==> src/rtl/instr_reg.sv <==
// instr_reg
//   Instruction register and memory data register for the 8-bit multicycle core.
//   Four byte loads, strobed by the controller's irwrite lanes, assemble one
//   instruction. A small sequencer tracks whether the bytes arrived in order
//   (lane 0, 1, 2, 3). It flags any illegal strobe pattern and counts
//   completed fetches.
//
// Ports
//   clk_i        rising-edge clock
//   rst_ni       asynchronous active-low reset
//   memdata_i    byte returned by memory
//   irwrite_i    byte-lane write strobes (bit i loads instr[8i+7:8i])
//   instr_o      assembled instruction register
//   op_o         instr[31:26], back to the controller
//   rs_o         instr[25:21]
//   rt_o         instr[20:16]
//   rd_o         instr[15:11]
//   funct_o      instr[5:0]
//   imm_o        instr[7:0], immediate / branch offset
//   mdr_o        memory data register (memdata delayed one cycle)
//   instr_valid_o all four bytes of the current fetch loaded in order
//   seq_err_o    sticky flag: an illegal strobe pattern was seen since reset
//   fetch_cnt_o  number of completed in-order fetches (wraps)
module instr_reg #(
  parameter int WIDTH = 8,
  parameter int CNT_W = 16
) (
  input  logic               clk_i,
  input  logic               rst_ni,
  input  logic [WIDTH-1:0]   memdata_i,
  input  logic [3:0]         irwrite_i,
  output logic [4*WIDTH-1:0] instr_o,
  output logic [5:0]         op_o,
  output logic [4:0]         rs_o,
  output logic [4:0]         rt_o,
  output logic [4:0]         rd_o,
  output logic [5:0]         funct_o,
  output logic [WIDTH-1:0]   imm_o,
  output logic [WIDTH-1:0]   mdr_o,
  output logic               instr_valid_o,
  output logic               seq_err_o,
  output logic [CNT_W-1:0]   fetch_cnt_o
);

  localparam int IW = 4 * WIDTH;

  typedef enum logic [2:0] {
    EMPTY,
    GOT1,
    GOT2,
    GOT3,
    FULL
  } state_e;

  state_e           state_q, state_d;
  logic [IW-1:0]    instr_q, instr_d;
  logic [WIDTH-1:0] mdr_q;
  logic             seqErr_q, seqErr_d;
  logic [CNT_W-1:0] fetchCnt_q, fetchCnt_d;

  // Every strobed lane loads memdata, even when the mask is illegal. The
  // sequencer only judges the ordering; it never blocks a write.
  always_comb begin
    instr_d = instr_q;
    for (int i = 0; i < 4; i++) begin
      if (irwrite_i[i]) begin
        instr_d[i*WIDTH +: WIDTH] = memdata_i;
      end
    end
  end

  // Fetch sequencer. Lane 0 always restarts a fetch. If a fetch was already
  // in progress, restarting it abandons that fetch, which counts as an error.
  // Any strobe other than the next expected lane drops back to EMPTY.
  always_comb begin
    state_d    = state_q;
    seqErr_d   = seqErr_q;
    fetchCnt_d = fetchCnt_q;
    case (irwrite_i)
      4'b0000: begin
        state_d = state_q;
      end
      4'b0001: begin
        state_d = GOT1;
        if (state_q == GOT1 || state_q == GOT2 || state_q == GOT3) begin
          seqErr_d = 1'b1;
        end
      end
      4'b0010: begin
        if (state_q == GOT1) begin
          state_d = GOT2;
        end else begin
          state_d  = EMPTY;
          seqErr_d = 1'b1;
        end
      end
      4'b0100: begin
        if (state_q == GOT2) begin
          state_d = GOT3;
        end else begin
          state_d  = EMPTY;
          seqErr_d = 1'b1;
        end
      end
      4'b1000: begin
        if (state_q == GOT3) begin
          state_d    = FULL;
          fetchCnt_d = fetchCnt_q + CNT_W'(1);
        end else begin
          state_d  = EMPTY;
          seqErr_d = 1'b1;
        end
      end
      default: begin
        state_d  = EMPTY;
        seqErr_d = 1'b1;
      end
    endcase
  end

  // All state lives here. The MDR samples memdata unconditionally every cycle.
  always_ff @(posedge clk_i or negedge rst_ni) begin
    if (!rst_ni) begin
      state_q    <= EMPTY;
      instr_q    <= '0;
      mdr_q      <= '0;
      seqErr_q   <= 1'b0;
      fetchCnt_q <= '0;
    end else begin
      state_q    <= state_d;
      instr_q    <= instr_d;
      mdr_q      <= memdata_i;
      seqErr_q   <= seqErr_d;
      fetchCnt_q <= fetchCnt_d;
    end
  end

  // Decoded fields are plain slices of the register. The controller decides
  // when op is meaningful.
  assign instr_o       = instr_q;
  assign op_o          = instr_q[IW-1 -: 6];
  assign rs_o          = instr_q[IW-7 -: 5];
  assign rt_o          = instr_q[IW-12 -: 5];
  assign rd_o          = instr_q[IW-17 -: 5];
  assign funct_o       = instr_q[5:0];
  assign imm_o         = instr_q[WIDTH-1:0];
  assign mdr_o         = mdr_q;
  assign instr_valid_o = (state_q == FULL);
  assign seq_err_o     = seqErr_q;
  assign fetch_cnt_o   = fetchCnt_q;

endmodule
==> config.mk <==
export PLATFORM = sky130hd
export DESIGN_NAME = instr_reg
export DESIGN_NICKNAME = d
export VERILOG_FILES = /design/src/rtl/instr_reg.sv
export SDC_FILE = /design/constraint.sdc
export NUM_CORES = 1
export LEC_CHECK = 0
export ABC_AREA = 1
export BUFFER_PORTS_ARGS = -buffer_cell sky130_fd_sc_hd__clkbuf_2
export CAP_MARGIN = 20
export CORE_MARGIN = 3
export CORE_UTILIZATION = 43
export CTS_CLUSTER_DIAMETER = 150
export CTS_CLUSTER_SIZE = 40
export DETAILED_ROUTE_END_ITERATION = 8
export PLACE_DENSITY = 0.71
export SLEW_MARGIN = 20
export SYNTH_ARGS = -nofsm -noshare
export SYNTH_HDL_FRONTEND = slang
export SYNTH_SLANG_ARGS = --single-unit
export TNS_END_PERCENT = 1
==> constraint.sdc <==
create_clock -name clk_i -period 1.6 [get_ports clk_i]
set_input_delay 0.32 -clock clk_i [delete_from_list [all_inputs] [get_ports clk_i]]
set_output_delay 0.32 -clock clk_i [all_outputs]
set_load 0.01 [all_outputs]
==> results.md, run 1 <==
* Syn Nets at 354
* Clk slew on worst S/H paths at 60 ps
* Post-DP HPWL at 5.00 mm
* Crit path required time at 1280 ps
* Root buffer cell: clkbuf_8
* Worst Path Max Fanout at 6
* Dpl cells at 491
* Total track usage at 17.9%
* Final setup violation count at 0
* Final hold viol count at 0
* Post-synth EDFFs at 0
* Post-synth top area share at 52.6%
* Worst Clk Skew at 6.06 ps
* Gpl congestion at 0.908
* Avg WL per Cell at 12.9 um
* Maximum single-stage delay on the critical path at 440 ps
* Status: finished clean
* Delay-heaviest family, CP: flip-flops
* N_diodes at 0
* Initial antenna violation count at 0
* Slew headroom at 67.3%
* Final wirelength at 6.52 mm
* Num Clock Sinks at 60
* Row Count at 29
* CTS resizes at 0
* Die Width at 87.5 um
* Gr ovfl total at 0
* Chip Height at 87.5 um
* Synth top area cells: dfrtp_1, nand2_1, buf_4
* Startpoint types: register
* Number of CTS-inserted buffers at 9
* Buf+Inv Stages, Crit Path at 1
* Mux share of post-synthesis cell area at 0%
* FILL cells at 604
* Setup crit end kind: output pin
* Lkg Pwr at 1.99 nW
* Compound-Gate Fraction of Synth Area at 0.526%
* Final Max Slew Viols at 0
* Maximum clock frequency at 0.677 GHz
* Drt initial violations at 157
* Post-DRT Antenna Nets at 0
* Hold slack at 181 ps
* PD cells at 994 mW/mm^2
* Slew @ Worst Pin at 491 ps
* Clock latency on the worst-skew pair at 320 ps
* Avg Cell Area, Syn at 8.42 sq um
* Synth Instances at 339
* Final Cycle Share at 92.3%
* Area share of fa/ha/maj cells after synthesis at 0.438%
* Leading area contributor after synthesis: dfrtp_1
* Fin nets at 441
* Maximum vdd drop at 593 uV
* Die area at 0.00765 sq mm
* Worst Path Class, Setup: register to output pin
* First-pass GRT wire length at 10.6 mm
* Clock Tree Buf Depth at 2
* Hold Crit Class: primary input to register
* Commonest cells in the netlist: nand2_1, dfrtp_1, buf_4
* RSZ-0062 raised after global routing: no
* Port buffer count at 106
* Starting Density at 44.7%
* Area of the mapped netlist at 0.00286 sq mm
* DRC at 0
* IO Pins at 107
* Core footprint at 0.00639 sq mm
* Design Power at 3.44 mW
* Count leader, synth: nand2_1
* Cells along the critical path: nor3_1, clkbuf_2
* Worst EP arrival at 1160 ps
* Vias at 2,357
* Largest net degree at the start of global routing at 28
* Area share of and/or/nand/nor cells after synthesis at 29.3%
* Fraction of layout cells with a size suffix above 1 at 33.6%
* Post-Synth XOR/XNOR Area at 2.76%
* MaxCap Viol Count at 0
* Final min period at 1480 ps
* Setup TNS at 0 ps
* Pre-antenna DRT Iters at 5
* Fin cells at 506
* Ys flop type: dfrtp_1
* Post-synth cell types at 21
* Area grow syn2layout at 21.3%
* Setup bufs post-CTS at 0
* Yosys warns at 0
* H-tree levels at 3
* Vias in the first global route at 2,153
* Sequential cell area fraction in the yosys report at 52.6%
* Vias per inst at 4.66
* CTS tree: yes
* Register bit count reported by yosys at 60
* Largest family of logic cells by synthesized area: simple AND/OR/NAND/NOR gates
* Ys async rst share at 100%
* Slowest cell on crit path: dfrtp_1
[layout make-up]
class	instances	area [sq um]	share of cell area [%]
Sequential cell	60	1500	43.3
Multi-Input combinational cell	214	942	27.2
Timing Repair Buffer	118	648	18.7
Clock buffer	12	155	4.48
Tap cell	77	96.3	2.78
Inverter	23	86.3	2.49
Clock inverter	2	35.0	1.01
[power by group]
part           switching, mW  leakage, nW  internal, mW  total (mW)
Clock                  0.539       0.0983         0.785        1.32
Sequential            0.0649        0.736          1.60        1.67
Combinational          0.274         1.16         0.178       0.452
Total                  0.879         1.99          2.56        3.44
[per-stage QoR]
| stage | area, sq um | worst slack, ps | utilization (%) |
|---|---|---|---|
| 2_1_floorplan | 2860 | 228 | - |
| 3_3_place_gp | 3260 | 128 | 51.1 |
| 3_5_place_dp | 3260 | 92.5 | 51.1 |
| 4_1_cts | 3460 | 109 | 54.3 |
| 5_1_grt | 3460 | 16.1 | 54.3 |
| 6_report | 3460 | 123 | 54.3 |
[final timing paths]
kind,start,end,slack (ps),cells after the start
worst max-delay path,state_q[0],instr_valid_o,120,2
worst min-delay path,memdata_i[6],mdr_o[6],180,1
worst max register to register,fetch_cnt_o[0],fetch_cnt_o[8],150,6
max in group asynchronous,rst_ni,fetch_cnt_o[3],600,3
worst min register to register,seq_err_o,seq_err_o,480,2
min in group asynchronous,rst_ni,fetch_cnt_o[9],490,2
[kinds of logic after synthesis]
| kind of cell | after synthesis |
|---|---|
| AO/OA/AOI/OAI | 3 |
| XOR/XNOR | 9 |
| adder cells (fa/ha/maj) | 1 |
| buffers and inverters | 65 |
| flip-flops | 60 |
| AND/OR/NAND/NOR | 201 |
[cells in the final DEF (no fill, tap or decap), drive strengths merged]
master | Yosys | final
xor2 | 3 | 3
nand4 | 6 | 6
clkinv | 0 | 1
inv | 23 | 23
buf | 42 | 11
nor2 | 24 | 24
dlygate4sd3 | 0 | 1
nand2 | 154 | 154
o21ai | 3 | 3
bufinv | 0 | 1
clkbuf | 0 | 118
nor3 | 2 | 2
nand3 | 14 | 14
nand3b | 1 | 1
dfrtp | 60 | 60
xnor2 | 6 | 6
ha | 1 | 1
[worst reg2reg max path, cell delays in order, from the launching register on]
cell and delay, ps:
dfrtp_1 390, ha_1 200, nand3_1 160, nor2_1 230
nand2_1 130, o21ai_0 160, nand2_1 70
[per-layer routing]
| metal | global-route usage, % | wire length, um | share of wire, % | up-vias |
|---|---|---|---|---|
| met2 | 28.2 | 3210 | 49 | 80 |
| met4 | 8.51 | 79 | 1.2 | 0 |
| met3 | 3.12 | 375 | 5.8 | 6 |
| met1 | 23.8 | 2850 | 44 | 1100 |
| met5 | 0 | 0 | 0 | - |
| li1 | - | - | - | 1171 |
[what timing repair did]
action	in CTS	in global routing
endpoints found under the hold margin	15	0
endpoints found under the setup margin	0	0
hold buffers	1	0
[state kept, by name (all words and copies together), names as in the netlist]
register	cells
fetch_cnt_o	16
instr_o	32
seq_err_o	1
state_q	3
mdr_o	8
No activity file was read; power rests on OpenSTA's default activity.
==> inputs of run 2 (changes only) <==
--- a/config.mk
+++ b/config.mk
@@ -13,6 +13,7 @@
 export CTS_CLUSTER_DIAMETER = 150
 export CTS_CLUSTER_SIZE = 40
 export DETAILED_ROUTE_END_ITERATION = 8
+export GPL_TIMING_DRIVEN = 0
 export PLACE_DENSITY = 0.71
 export SLEW_MARGIN = 20
 export SYNTH_ARGS = -nofsm -noshare
==> results.md, run 2 (same netlist as run 1, synthesis figures left out) <==
* Status: finished clean
* Post-DRT Antenna Nets at 0
* Die area at 0.00765 sq mm
* Setup crit end kind: output pin
* Avg WL per Cell at 12.3 um
* Startpoint types: register
* Logic pwr share at 15.4%
* Die Width at 87.5 um
* Maximum single-stage delay on the critical path at 450 ps
* Setup TNS at 0 ps
* Worst reg-to-reg path cell count at 6
* Crit path required time at 1280 ps
* Clk pwr share at 37.9%
* Root buffer cell: clkbuf_8
* Met1 GRT Util at 24.7%
* Cells along the critical path: nor3_1, clkbuf_2
* Area grow syn2layout at 30.1%
* Post-DP HPWL at 4.99 mm
* Gpl congestion at 0.823
* Worst Clk Skew at 2.81 ps
* Delay-heaviest family, CP: flip-flops
* Final hold viol count at 0
* RSZ-0062 raised after global routing: no
* Worst slack, placed at 91.4 ps
* Largest net degree at the start of global routing at 47
* Reg2Reg Launch Point: fetch_cnt_o[0]
* MaxCap Viol Count at 0
* PD cells at 961 mW/mm^2
* Switching Share at 27.6%
* Sw Pwr at 0.985 mW
* Number of CTS-inserted buffers at 9
* Slew headroom at 80.8%
* Clk slew on worst S/H paths at 70 ps
* DRC at 0
* Worst Path Class, Setup: register to output pin
* Final Cycle Share at 92.3%
* Crit path from: state_q[1]
* Final wirelength at 6.64 mm
* Setup bufs post-CTS at 0
* Final Max Slew Viols at 0
* Commonest non-fill, non-tap cell in the layout: nand2_1
* Crit path depth at 2
* Final setup violation count at 0
* Buf+Inv Stages, Crit Path at 1
* Worst Path Max Fanout at 6
* Maximum clock frequency at 0.677 GHz
* Worst EP arrival at 1160 ps
* H-tree levels at 3
* IO Pins at 107
* Most frequent cells in the layout: nand2_1, clkbuf_2, dfrtp_1
* Vias in the first global route at 2,406
* Crit path to: instr_valid_o
* Clock Tree Buf Depth at 2
* Num Clock Sinks at 60
* Fin worst setup slack at 123 ps
* Part of the power in registers at 46.6%
* Row Count at 29
* Fin nets at 471
* Fraction of layout cells with a size suffix above 1 at 38.6%
* Vias at 2,459
* Total track usage at 18.7%
* R2R setup slack at 170 ps
* Slew @ Worst Pin at 287 ps
* Maximum vdd drop at 514 uV
* Crit Reg-Reg Endpoint: fetch_cnt_o[8]
* Chip Height at 87.5 um
* Max reg flops at 32
* First-pass GRT wire length at 11.3 mm
* Vias per inst at 4.57
* Hold Crit Class: primary input to register
* Core footprint at 0.00639 sq mm
* Pre-antenna DRT Iters at 5
* Met3 usage at 3.69%
* Internal power at 2.59 mW
* GR peak layer: met2
* M2 GR Usage at 30.4%
* Final min period at 1480 ps
* Design Power at 3.57 mW
* N_diodes at 0
* CTS tree: yes
* Final core occ at 58.2%
* Drt initial violations at 124
* Slowest cell on crit path: dfrtp_1
* Port buffer count at 104
* Initial antenna violation count at 0
* Starting Density at 44.7%
* Lkg Pwr at 2.14 nW
* Gr ovfl total at 0
* Clock latency on the worst-skew pair at 330 ps
* Hold slack at 161 ps
## run 2: power groups by stage
stage / Combinational (mW) / Clock (mW) / Sequential (mW)
detailed placement: 0.561 / 0 / 1.69
global route: 0.614 / 1.47 / 1.68
CTS: 0.563 / 1.38 / 1.67
floorplan: 0.261 / 0 / 1.72
finish: 0.551 / 1.35 / 1.67
global placement: 0.542 / 0 / 1.69
## run 2: how the worst min path moves through the flow
stage | start | slack [ps] | endpoint | depth (start not counted)
finish | memdata_i[6] | 160 | mdr_o[6] | 1
floorplan | rst_ni | 20 | fetch_cnt_o[0] | 0
CTS | memdata_i[6] | 150 | mdr_o[6] | 1
global placement | instr_o[9] | 460 | instr_o[9] | 2
global route | memdata_i[6] | 150 | mdr_o[6] | 1
detailed placement | rst_ni | 230 | fetch_cnt_o[7] | 1
## run 2: area by class of cell
cell class                 count  area, sq um
clock buffer                   9          124
fill                         598         2670
inverter                      23         86.3
buffer                        42          325
clock inverter                 7         76.3
sequential                    60         1500
tap                           77         96.3
timing repair buffer         106          561
multi-input combinational    214          945
## run 2: timing repair
item                                    in CTS  in global routing
gates resized for setup                      0                  1
endpoints found under the hold margin       14                  0
endpoints found under the setup margin       0                  2
hold buffers                                 1                  0
## run 2: routing by layer
metal,vias up,routed length (um)
li1,1231,-
met4,0,119
met2,71,3240
met3,12,346
met1,1145,2940
met5,-,0
## run 2: metrics by stage
step | std cells | area, sq um
final | 538 | 3710
after global routing | 538 | 3710
after CTS | 538 | 3710
after detailed placement | 521 | 3500
after global placement | 520 | 3470
after floorplan | 339 | 2860
